File: src/rtl/jts16_tile_sdram_resp_pkg.sv
// Shared constants for the tilemap SDRAM responder.
// Client indices, FSM states and handshake widths.
package jts16_tile_resp_pkg;

  localparam int NCL   = 5;
  localparam int DW    = 32;
  localparam int ACK_W = 1;
  localparam int RDY_W = 1;

  localparam int CL_CHAR = 0;
  localparam int CL_MAP1 = 1;
  localparam int CL_SCR1 = 2;
  localparam int CL_MAP2 = 3;
  localparam int CL_SCR2 = 4;

  typedef logic [2:0] cl_t;

  typedef enum logic [1:0] {
    IDLE,
    REQ,
    WAIT
  } st_t;

  function automatic logic [15:0] half_sel(
    input logic [DW-1:0] w,
    input logic          hi
  );
    return hi ? w[31:16] : w[15:0];
  endfunction

endpackage

File: src/rtl/jts16_tile_sdram_resp_if.sv
// SDRAM bank read port seen by the tile responder.
// master issues addr/req, slave returns ack/rdy/din.
interface jts16_tile_sdram_resp_if #(
  parameter int AW = 22
);
  import jts16_tile_resp_pkg::*;

  logic [AW-1:0]    addr;
  logic             req;
  logic [ACK_W-1:0] ack;
  logic [RDY_W-1:0] rdy;
  logic [DW-1:0]    din;

  modport master (
    output addr, req,
    input  ack, rdy, din
  );

  modport slave (
    input  addr, req,
    output ack, rdy, din
  );

endinterface

File: src/rtl/jts16_tile_sdram_resp_slot.sv
// One cached 32-bit word per client.
// hit is combinational on the live tag.
module jts16_tile_slot
  import jts16_tile_resp_pkg::*;
#(
  parameter int TW = 16
) (
  input  logic          clk,
  input  logic          rst,
  input  logic [TW-1:0] cur_tag,
  input  logic          wr_en,
  input  logic [TW-1:0] wr_tag,
  input  logic [DW-1:0] wr_data,
  output logic [DW-1:0] word,
  output logic          hit
);

  logic [TW-1:0] tag_q;
  logic          vld_q;

  always_ff @(posedge clk) begin
    if (rst) begin
      tag_q <= '0;
      word  <= '0;
      vld_q <= 1'b0;
    end else if (wr_en) begin
      tag_q <= wr_tag;
      word  <= wr_data;
      vld_q <= 1'b1;
    end
  end

  assign hit = vld_q && (tag_q == cur_tag);

endmodule

File: src/rtl/jts16_tile_sdram_resp.sv
// Round-robin SDRAM responder for the five tilemap read clients.
// One outstanding read; each client keeps its last fetched word.
module jts16_tile_sdram_resp
  import jts16_tile_resp_pkg::*;
#(
  parameter int          AW          = 22,
  parameter logic [AW-1:0] CHAR_OFFSET = '0,
  parameter logic [AW-1:0] MAP1_OFFSET = '0,
  parameter logic [AW-1:0] SCR1_OFFSET = '0,
  parameter logic [AW-1:0] MAP2_OFFSET = '0,
  parameter logic [AW-1:0] SCR2_OFFSET = '0
) (
  input  logic        clk,
  input  logic        rst,
  input  logic [11:0] char_addr,
  output logic [31:0] char_data,
  output logic        char_ok,
  input  logic [14:0] map1_addr,
  output logic [15:0] map1_data,
  output logic        map1_ok,
  input  logic [15:0] scr1_addr,
  output logic [31:0] scr1_data,
  output logic        scr1_ok,
  input  logic [14:0] map2_addr,
  output logic [15:0] map2_data,
  output logic        map2_ok,
  input  logic [15:0] scr2_addr,
  output logic [31:0] scr2_data,
  output logic        scr2_ok,
  jts16_tile_sdram_resp_if.master sdram
);

  logic [15:0]    ctag [NCL];
  logic [AW-1:0]  coff [NCL];
  logic [DW-1:0]  word [NCL];
  logic [NCL-1:0] hit;
  logic [NCL-1:0] wr_en;

  st_t           st_q,   st_nx;
  cl_t           gnt_q,  gnt_nx;
  cl_t           rr_q,   rr_nx;
  logic [15:0]   tag_q,  tag_nx;
  logic [AW-1:0] addr_q, addr_nx;
  logic          req_q,  req_nx;

  logic          found;
  cl_t           gnt_sel;
  logic [3:0]    idx;

  // map tags drop the half-word bit so both halves share a slot
  always_comb begin
    ctag[CL_CHAR] = {4'd0, char_addr};
    ctag[CL_MAP1] = {2'd0, map1_addr[14:1]};
    ctag[CL_SCR1] = scr1_addr;
    ctag[CL_MAP2] = {2'd0, map2_addr[14:1]};
    ctag[CL_SCR2] = scr2_addr;
    coff[CL_CHAR] = CHAR_OFFSET;
    coff[CL_MAP1] = MAP1_OFFSET;
    coff[CL_SCR1] = SCR1_OFFSET;
    coff[CL_MAP2] = MAP2_OFFSET;
    coff[CL_SCR2] = SCR2_OFFSET;
  end

  for (genvar i = 0; i < NCL; i++) begin : g_slot
    localparam int TW = (i == CL_CHAR) ? 12 :
      ((i == CL_MAP1) || (i == CL_MAP2)) ? 14 : 16;
    jts16_tile_slot #(.TW(TW)) u_slot (
      .clk     (clk),
      .rst     (rst),
      .cur_tag (ctag[i][TW-1:0]),
      .wr_en   (wr_en[i]),
      .wr_tag  (tag_q[TW-1:0]),
      .wr_data (sdram.din),
      .word    (word[i]),
      .hit     (hit[i])
    );
  end

  always_comb begin
    found   = 1'b0;
    gnt_sel = '0;
    idx     = '0;
    for (int k = 0; k < NCL; k++) begin
      idx = {1'b0, rr_q} + 4'(k);
      if (idx >= 4'(NCL)) idx = idx - 4'(NCL);
      if (!found && !hit[idx[2:0]]) begin
        found   = 1'b1;
        gnt_sel = idx[2:0];
      end
    end
  end

  always_comb begin
    wr_en = '0;
    if (st_q == WAIT && sdram.rdy[0]) wr_en[gnt_q] = 1'b1;
  end

  always_comb begin
    st_nx   = st_q;
    gnt_nx  = gnt_q;
    rr_nx   = rr_q;
    tag_nx  = tag_q;
    addr_nx = addr_q;
    req_nx  = req_q;
    unique case (st_q)
      IDLE: if (found) begin
        gnt_nx  = gnt_sel;
        tag_nx  = ctag[gnt_sel];
        addr_nx = coff[gnt_sel] + AW'({tag_nx, 1'b0});
        req_nx  = 1'b1;
        st_nx   = REQ;
      end
      REQ: if (sdram.ack[0]) begin
        req_nx = 1'b0;
        st_nx  = WAIT;
      end
      WAIT: if (sdram.rdy[0]) begin
        rr_nx = (gnt_q == cl_t'(NCL - 1)) ? '0 : gnt_q + 3'd1;
        st_nx = IDLE;
      end
      default: st_nx = IDLE;
    endcase
  end

  always_ff @(posedge clk) begin
    if (rst) begin
      st_q   <= IDLE;
      gnt_q  <= '0;
      rr_q   <= '0;
      tag_q  <= '0;
      addr_q <= '0;
      req_q  <= 1'b0;
    end else begin
      st_q   <= st_nx;
      gnt_q  <= gnt_nx;
      rr_q   <= rr_nx;
      tag_q  <= tag_nx;
      addr_q <= addr_nx;
      req_q  <= req_nx;
    end
  end

  assign sdram.addr = addr_q;
  assign sdram.req  = req_q;

  assign char_data = word[CL_CHAR];
  assign char_ok   = hit[CL_CHAR];
  assign map1_data = half_sel(word[CL_MAP1], map1_addr[0]);
  assign map1_ok   = hit[CL_MAP1];
  assign scr1_data = word[CL_SCR1];
  assign scr1_ok   = hit[CL_SCR1];
  assign map2_data = half_sel(word[CL_MAP2], map2_addr[0]);
  assign map2_ok   = hit[CL_MAP2];
  assign scr2_data = word[CL_SCR2];
  assign scr2_ok   = hit[CL_SCR2];

endmodule

File: src/flat_wrapper.sv
// flat-port wrapper written by rule: the top's interface ports become plain ports
module jts16_tile_sdram_resp_flat import jts16_tile_resp_pkg::*;
#(
  parameter int          AW          = 22,
  parameter logic [AW-1:0] CHAR_OFFSET = '0,
  parameter logic [AW-1:0] MAP1_OFFSET = '0,
  parameter logic [AW-1:0] SCR1_OFFSET = '0,
  parameter logic [AW-1:0] MAP2_OFFSET = '0,
  parameter logic [AW-1:0] SCR2_OFFSET = '0
)
  (clk, rst, char_addr, char_data, char_ok, map1_addr, map1_data, map1_ok, scr1_addr, scr1_data, scr1_ok, map2_addr, map2_data, map2_ok, scr2_addr, scr2_data, scr2_ok, sdram_addr, sdram_req, sdram_ack, sdram_rdy, sdram_din);
  jts16_tile_sdram_resp_if #(.AW(AW)) sdram_i ();
  input  logic clk;
  input  logic rst;
  input  logic [11:0] char_addr;
  output logic [31:0] char_data;
  output logic char_ok;
  input  logic [14:0] map1_addr;
  output logic [15:0] map1_data;
  output logic map1_ok;
  input  logic [15:0] scr1_addr;
  output logic [31:0] scr1_data;
  output logic scr1_ok;
  input  logic [14:0] map2_addr;
  output logic [15:0] map2_data;
  output logic map2_ok;
  input  logic [15:0] scr2_addr;
  output logic [31:0] scr2_data;
  output logic scr2_ok;
  output wire logic [$bits(sdram_i.addr)-1:0] sdram_addr;
  output wire logic [$bits(sdram_i.req)-1:0] sdram_req;
  input wire logic [$bits(sdram_i.ack)-1:0] sdram_ack;
  input wire logic [$bits(sdram_i.rdy)-1:0] sdram_rdy;
  input wire logic [$bits(sdram_i.din)-1:0] sdram_din;
  assign sdram_addr = sdram_i.addr;
  assign sdram_req = sdram_i.req;
  assign sdram_i.ack = sdram_ack;
  assign sdram_i.rdy = sdram_rdy;
  assign sdram_i.din = sdram_din;
  jts16_tile_sdram_resp #(.AW(AW), .CHAR_OFFSET(CHAR_OFFSET), .MAP1_OFFSET(MAP1_OFFSET), .SCR1_OFFSET(SCR1_OFFSET), .MAP2_OFFSET(MAP2_OFFSET), .SCR2_OFFSET(SCR2_OFFSET)) u_core (.clk(clk), .rst(rst), .char_addr(char_addr), .char_data(char_data), .char_ok(char_ok), .map1_addr(map1_addr), .map1_data(map1_data), .map1_ok(map1_ok), .scr1_addr(scr1_addr), .scr1_data(scr1_data), .scr1_ok(scr1_ok), .map2_addr(map2_addr), .map2_data(map2_data), .map2_ok(map2_ok), .scr2_addr(scr2_addr), .scr2_data(scr2_data), .scr2_ok(scr2_ok), .sdram(sdram_i));
endmodule
File: config.mk
export PLATFORM = sky130hd
export DESIGN_NAME = jts16_tile_sdram_resp_flat
export DESIGN_NICKNAME = d
export VERILOG_FILES = /design/src/rtl/jts16_tile_sdram_resp_pkg.sv /design/src/rtl/jts16_tile_sdram_resp_if.sv /design/src/rtl/jts16_tile_sdram_resp_slot.sv /design/src/rtl/jts16_tile_sdram_resp.sv /design/src/flat_wrapper.sv
export SDC_FILE = /design/constraint.sdc
export NUM_CORES = 1
export LEC_CHECK = 0
export BUFFER_PORTS_ARGS = -buffer_cell sky130_fd_sc_hd__buf_2
export CELL_PAD_IN_SITES_DETAIL_PLACEMENT = 2
export CELL_PAD_IN_SITES_GLOBAL_PLACEMENT = 2
export CORE_MARGIN = 5
export CORE_UTILIZATION = 37
export DETAILED_ROUTE_END_ITERATION = 8
export HOLD_SLACK_MARGIN = 0.1
export PLACE_DENSITY = 0.84
export SLEW_MARGIN = 5
export SYNTH_ARGS = -nofsm -noshare
export SYNTH_HDL_FRONTEND = slang
export SYNTH_HIERARCHICAL = 1
export SYNTH_SLANG_ARGS = --single-unit
File: constraint.sdc
create_clock -name clk -period 7.1 [get_ports clk]
set_clock_uncertainty 0.1 [all_clocks]
set_input_delay 0.355 -clock clk [delete_from_list [all_inputs] [get_ports clk]]
set_output_delay 0.355 -clock clk [all_outputs]
set_load 0.05 [all_outputs]
; ---- Word-level counts from Yosys, hierarchy flattened
; Memory sizes are Yosys's and may differ from the RTL's.
; Cells that the tools add are included.
[classes]
n_eq_ne = 11
magnitude_cmp = 13
multipliers = 0
div = 0
reduce_logical = 24
n_addsub = 11
shifts = 0
muxes = 43
bitwise_logic = 1
[ops]
columns = operator, count
row1 = two-way mux 16 bit, 4
row2 = binary-select mux 16 bit (select 3 bit), 1
row3 = two-way mux 22 bit, 2
row4 = two-way mux 3 bit, 11
row5 = equality test 16 bit, 2
row6 = equality test 14 bit, 2
row7 = < comparator 3 x 4 -> 1 bit (second input constant), 6
row8 = adder 22 x 17 -> 22 bit, 1
row9 = >= comparator 4 x 3 -> 1 bit (second input constant), 4
row10 = binary-select mux 1 bit (select 3 bit), 5
row11 = subtractor 3 bit (second input constant), 5
row12 = two-way mux 1 bit, 13
row13 = equality test 12 bit, 1
row14 = logical AND 1 bit, 11
row15 = adder 3 x 2 -> 4 bit (second input constant), 2
row16 = logical NOT 1 bit, 7
row17 = two-way mux 2 bit, 3
row18 = one-hot mux 2 bit (3 select lines), 1
row19 = AND reduction 3 bit, 2
row20 = two-way mux 5 bit, 1
row21 = adder 3 x 1 -> 4 bit (second input constant), 1
row22 = adder 3 x 3 -> 4 bit (second input constant), 1
row23 = >= comparator 4 bit (second input constant), 1
row24 = != test 2 bit (second input constant), 2
row25 = 13 further kinds, 14
[word_totals]
latch_bits = 0
regBits = 284
elab_cells = 125
ramBits = 0
mem_count = 1
output_inout_bits = 156
in_bits = 110
rom_bits = 176
[mem_list]
columns = name, words, width, read_ports, rd_ports_with_merged_regs, wr, line
row1 = (name not given), 8, 22, 1, 0, 0, jts16_tile_sdram_resp.sv:109  ; addr_nx = coff[gnt_sel] + AW'({tag_nx, 1'b0});

; ---- Depth between registers and ports, before layout
[logic_depth]
word_depth = 22
depth_mapped = 16
mapped_depth_nobuf = 13

; ---- By module
; The synthesis kept the hierarchy.
[modules_own_cells]
columns = mod, area_per_inst_um2, cells_each, seq_area_each_um2, instances
row1 = jts16_tile_slot at u_core.g_slot[2].u_slot ..., 1885.6, 180, 980.9, 2
row2 = jts16_tile_slot at u_core.g_slot[1].u_slot ..., 1819.2, 170, 940.9, 2
row3 = jts16_tile_sdram_resp, 3607.2, 443, 500.5, 1
row4 = jts16_tile_slot at u_core.g_slot[0].u_slot, 1765.4, 162, 900.9, 1

; ---- Worst setup path before layout
; No wires, ideal clock.
[synth_path]
path_type = input to register
startpoint = in map1_addr[9]
endpoint = reg u_core.addr_q[15], in the netlist u_core/sdram.addr[15]
path_stages = 13
n_path_buf = 1
required_ns = 6.883
setup_time_ns = 0.117
arrival_ns = 4.946
setup_slack_ns = 1.937
path_cell_list = xnor2_1 > nand3_1 > nor4_1 > inv_1 > a221oi_1 > a2bb2oi_1 > mux2i_2 > or4_4 > o211a_4 > o221ai_4 > buf_6 > o22ai_1 > a32o_1
[synth_via]
elab_chain_cells = 21
elab_cells_between_ends = 42
cone_classes = add/sub (1) / eq/ne (1) / mux (25) / bitwise (1) / reduce/logical (13) / memory (1)
[synth_lines]
columns = element, line
row1 = "start, declared", flat_wrapper.sv:18  ; input logic [14:0] map1_addr;
row2 = equality test 14 bit *, jts16_tile_sdram_resp_slot.sv:33  ; assign hit = vld_q && (tag_q == cur_tag);
row3 = logical AND 1 bit *, jts16_tile_sdram_resp_slot.sv:33
row4 = net map1_ok, flat_wrapper.sv:20  ; output logic map1_ok;
row5 = binary-select mux 1 bit (select 3 bit), jts16_tile_sdram_resp.sv:86  ; if (!found && !hit[idx[2:0]]) begin
row6 = two-way mux 1 bit (not written as such), jts16_tile_sdram_resp.sv:86
row7 = logical NOT 1 bit, jts16_tile_sdram_resp.sv:86
row8 = logical AND 1 bit, jts16_tile_sdram_resp.sv:86
row9 = two-way mux 1 bit, jts16_tile_sdram_resp.sv:86
row10 = [... 5 more ...], n/a
row11 = two-way mux 1 bit, jts16_tile_sdram_resp.sv:86
row12 = logical NOT 1 bit, jts16_tile_sdram_resp.sv:86
row13 = logical AND 1 bit, jts16_tile_sdram_resp.sv:86
row14 = two-way mux 3 bit, jts16_tile_sdram_resp.sv:86
row15 = inverter 3 -> 4 bit (not written as such), "jts16_tile_sdram_resp.sv:108, jts16_tile_sdram_resp.sv:109"
row16 = memory read (8 x 22 bit) or binary-select mux 16 bit (select 3 bit) (tied branches), n/a
row17 = two-way mux 22 bit (not written as such) or two-way mux 16 bit (tied branches) (2 in a row), "jts16_tile_sdram_resp.sv:109, jts16_tile_sdram_resp.sv:108"
row18 = adder 22 x 17 -> 22 bit, jts16_tile_sdram_resp.sv:109
row19 = "end signal, assigned", jts16_tile_sdram_resp.sv:138  ; addr_q <= addr_nx;
row20 = "end, declared", jts16_tile_sdram_resp.sv:43  ; logic [AW-1:0] addr_q, addr_nx;
; The timed path passes the listed nets; every way through them passes the cells marked *. The select of a mux whose other input is x is not followed.
; A chain may end at the register's enable or synchronous reset.

; ---- Worst setup path in the final report
[layout_path]
startpoint = in scr2_addr[13]
endpoint = reg u_core.addr_q[8], in the netlist u_core/sdram.addr[8]
[layout_via]
elab_chain_cells = 21
elab_cells_between_ends = 42
cone_classes = add/sub (1) / eq/ne (1) / mux (25) / bitwise (1) / reduce/logical (13) / memory (1)
[layout_lines]
columns = element, line
row1 = "start, declared", flat_wrapper.sv:27  ; input logic [15:0] scr2_addr;
row2 = equality test 16 bit *, jts16_tile_sdram_resp_slot.sv:33
row3 = logical AND 1 bit *, jts16_tile_sdram_resp_slot.sv:33
row4 = binary-select mux 1 bit (select 3 bit), jts16_tile_sdram_resp.sv:86
row5 = two-way mux 1 bit (not written as such), jts16_tile_sdram_resp.sv:86
row6 = logical NOT 1 bit, jts16_tile_sdram_resp.sv:86
row7 = logical AND 1 bit, jts16_tile_sdram_resp.sv:86
row8 = two-way mux 1 bit, jts16_tile_sdram_resp.sv:86
row9 = logical NOT 1 bit, jts16_tile_sdram_resp.sv:86
row10 = [... 4 more ...], n/a
row11 = two-way mux 1 bit, jts16_tile_sdram_resp.sv:86
row12 = logical NOT 1 bit, jts16_tile_sdram_resp.sv:86
row13 = logical AND 1 bit, jts16_tile_sdram_resp.sv:86
row14 = two-way mux 3 bit, jts16_tile_sdram_resp.sv:86
row15 = inverter 3 -> 4 bit (not written as such), "jts16_tile_sdram_resp.sv:108, jts16_tile_sdram_resp.sv:109"
row16 = memory read (8 x 22 bit) or binary-select mux 16 bit (select 3 bit) (tied branches), n/a
row17 = two-way mux 22 bit (not written as such) or two-way mux 16 bit (tied branches) (2 in a row), "jts16_tile_sdram_resp.sv:109, jts16_tile_sdram_resp.sv:108"
row18 = adder 22 x 17 -> 22 bit, jts16_tile_sdram_resp.sv:109
; Mark *: on every way between the ends. The rest lies on a longest branch, timed or not. The select of a mux whose other input is x is not followed.

==> results.py <==
metrics = {
    "status": {
        "outcome": "finished clean",
    },
    "synthesis": {
        "synthAdderAreaFrac_pct": 1.14,
        "synth_edf_count": 0,
        "synthFlopType": "dfxtp_1",
        "ys_seq_area_share_pct": 41.0,
        "synthCells": 1305,
        "yosys_warnings": 6,
        "synth_top_family_by_area": "multiplexers",
        "ys_ff_latch": 262,
        "synth_xor_area_share_pct": 5.14,
        "synthMuxAreaShare_pct": 23.5,
        "syn_area_um2": 12800,
        "synth_compound_area_share_pct": 9.50,
        "synth-simple-area-share_pct": 13.7,
        "ys_async_sr_fraction_pct": 0,
        "avgSynthCellArea_um2": 9.79,
        "ys_types": 86,
    },
    "critical_path": {
        "critPathKind": "input port to flop",
        "startpoint_type": "input port",
        "cp_max_fo": 14,
        "arrival_ns": 6.22,
        "crit_required_ns": 7.44,
        "end_kind": "flop",
        "reg2regPathDepth": 13,
    },
    "grt": {
        "grt_max_degree": 82,
        "grt_pass1_vias": 13200,
        "gr-total-overflow": 0,
        "met1_usage_pct": 35.6,
        "grt_pass1_wl_um": 89000,
        "met2_usage_pct": 52.8,
        "antenna_found_initial": 5,
        "grt_usage_pct": 30.4,
        "busiest_layer": "met2",
        "grtUsageMet3_pct": 7.16,
    },
    "clocking": {
        "clockBufferDepth": 3,
        "cts_hold_buf": 39,
        "numCtsBuffers": 29,
        "cts_resized": 0,
        "cts_post_setup_buffers_inserted": 0,
        "ctsRootBufferMaster": "clkbuf_16",
        "htree_levels": 1,
        "path_clk_slew_ns": 0.07,
        "clock_latency_ns": 0.57,
        "cts_tree": "done",
        "cts.sinks": 262,
    },
    "floorplan": {
        "ios": 266,
        "rows": 68,
        "die_h_um": 196,
        "die_area_um2": 38400,
        "start_util_pct": 37.3,
        "fp.dieW_um": 196,
        "coreArea_um2": 34300,
    },
    "place": {
        "dpl_cell_area_um2": 14200,
        "dpl_worst_slack_ns": 1.82,
        "place_hpwl_um": 37400,
        "gp_congestion": 0.957,
        "io_buffers": 259,
    },
    "sta": {
        "finalHoldViolCount": 0,
        "finalCritPeriodShare_pct": 82.8,
        "tns_ns": 0,
        "slew_viol_final": 0,
        "fin_ws_ns": 1.22,
        "rsz0062_at_grt": "false",
        "worstMarginPinSlew_ns": 1.36,
        "fmax_mhz": 170,
        "finalSetupViolCount": 0,
        "relSlewSlack_pct": 8.38,
        "finalCriticalPeriod_ns": 5.88,
    },
    "cells_and_area": {
        "drive_gt1_share_pct": 24.7,
        "finalNetCount": 1687,
        "fin_util_pct": 45.2,
        "n_fill_cell": 3651,
        "final_cell_area_um2": 15500,
        "area_growth_pct": 21.3,
    },
    "routing": {
        "post_drt_wl_per_cell_um": 30.1,
        "routed_wl_um": 61400,
        "ant_nets": 0,
        "drtIter0Drc": 915,
        "drt_first_pass_iters": 5,
        "vias": 11700,
        "vias_per_cell": 5.71,
        "drc": 0,
    },
    "worst_hold_path": {
        "holdPathStages": 3,
        "holdCritPathClass": "input port to flop",
    },
    "power_and_ir_drop": {
        "powerDensity_nw_per_um2": 216,
        "ir_worst_vdd_mv": 0.174,
        "power.leakage_nw": 5.95,
    },
    "run": {
        "cap_violations": 0,
    },
}
[report_power, final]
group	internal, W	total [W]	switching, W
logic	0.000103	0.000326	0.000223
clock network	0.000822	0.00149	0.000671
registers	0.00148	0.00152	0.0000412
[cell type report]
type,count,area (µm²),area share (%)
Sequential cell,262,5250,33.8
Inverter,34,128,0.823
Clock buffer,46,860,5.55
Clock inverter,3,18.8,0.121
Multi-Input combinational cell,922,6830,44.1
Timing Repair Buffer,317,1840,11.9
Tap cell,455,569,3.67
Antenna cell,4,10.0,0.0646
[synth_stat cells (all sizes together), types with 2 or more instances]
master / instances / area [µm²]
inv: 34 / 128
o21ai: 20 / 104
o221ai: 4 / 52.6
or3b: 3 / 26.3
o211a: 5 / 57.6
o31a: 3 / 26.3
a221oi: 3 / 32.5
clkbuf: 30 / 114
mux4: 4 / 90.1
or2: 3 / 18.8
nand2b: 7 / 51.3
a21boi: 2 / 15.0
buf: 62 / 522
and2: 2 / 12.5
a21o: 4 / 30.0
nand3: 23 / 120
nor4b: 2 / 17.5
a21oi: 21 / 105
o31ai: 3 / 32.5
mux2: 34 / 383
o22ai: 7 / 43.8
ha: 10 / 125
o211ai: 21 / 163
and3: 4 / 25.0
xor2: 8 / 70.1
nor2: 263 / 997
a31oi: 3 / 25.0
a32o: 3 / 30.0
nor3: 9 / 61.3
o21a: 3 / 23.8
nor4: 11 / 87.6
xnor2: 67 / 587
nor2b: 2 / 12.5
dfxtp: 262 / 5250
a211o: 3 / 26.3
a211oi: 11 / 92.6
nand4: 14 / 87.6
a2111o: 11 / 124
nor3b: 4 / 30.0
o32a: 10 / 100
nand2: 37 / 141
mux2i: 252 / 2530
nand3b: 3 / 22.5
a2111oi: 3 / 26.3
[placed cells by master (no fill, tap or decap), types with 11 or more instances in the layout]
| master | n |
|---|---|
| a2111o_1 | 11 |
| a21oi_1 | 21 |
| buf_2 | 258 |
| buf_4 | 18 |
| clkbuf_16 | 29 |
| dfxtp_1 | 262 |
| dlygate4sd3_1 | 40 |
| inv_1 | 33 |
| mux2_2 | 34 |
| mux2i_1 | 251 |
| nand2_1 | 36 |
| nand3_1 | 22 |
| nand4_1 | 14 |
| nor2_1 | 261 |
| o211ai_1 | 20 |
| o21ai_0 | 17 |
| xnor2_1 | 67 |
[layer usage]
| metal | vias up | part of all wire [%] |
|---|---|---|
| met2 | 516 | 50 |
| met1 | 5912 | 38 |
| met5 | - | 0.011 |
| met3 | 182 | 6.6 |
| li1 | 5063 | - |
| met4 | 2 | 5.1 |
[flip-flops by register name, indices dropped and copies added (netlist names)]
register                    cells
u_core/sdram.req                1
u_core/rr_q                     3
u_core/g_slot.u_slot/word     160
u_core/st_q                     2
u_core/sdram.addr              16
u_core/g_slot.u_slot/tag_q     72
u_core/gnt_q                    3
u_core/g_slot.u_slot/vld_q      5
[path summary, 6_finish.rpt]
path | from | to | slack, ns
hold reg to reg | u_core/g_slot[3].u_slot/vld_q | u_core/g_slot[3].u_slot/vld_q | 0.39
setup / recovery | scr2_addr[13] | u_core/sdram.addr[8] | 1.22
hold / removal | sdram_din[5] | u_core/g_slot[2].u_slot/word[5] | 0.11
setup reg to reg | u_core/g_slot[2].u_slot/tag_q[13] | u_core/sdram.addr[8] | 1.29
[metrics by stage]
step	instances	total power [W]	hold slack, ns
6_report	2043	0.00334	0.114
3_3_place_gp	1950	0.00184	0.349
3_5_place_dp	1950	0.00185	0.378
5_1_grt	2043	0.00344	0.107
2_1_floorplan	1310	0.00171	0.340
4_1_cts	2038	0.00333	0.100
[worst max-delay path: stages]
cell and delay (ns):
dlygate4sd3_1 0.58, buf_2 0.16, xor2_1 0.14, nor4_1 0.29, nand4_1 0.19, nor4_2 1.10
and3_1 0.31, a32o_1 0.20, nor2_1 0.09, a21oi_1 0.63, o2111ai_4 0.27, o211a_4 0.38
nor2_4 0.45, mux2i_1 0.34, dlygate4sd3_1 0.63, o211ai_1 0.09
[logic make-up after synthesis]
| kind of cell | after synthesis |
|---|---|
| and+or+nand+nor | 392 |
| muxes | 290 |
| DFF | 262 |
| AOI/OAI and AO/OA | 148 |
| buffers and inverters | 126 |
| xor gates and xnor gates | 75 |
| adders and majority gates | 11 |
| other | 1 |
No activity file was read; power rests on OpenSTA's default activity.
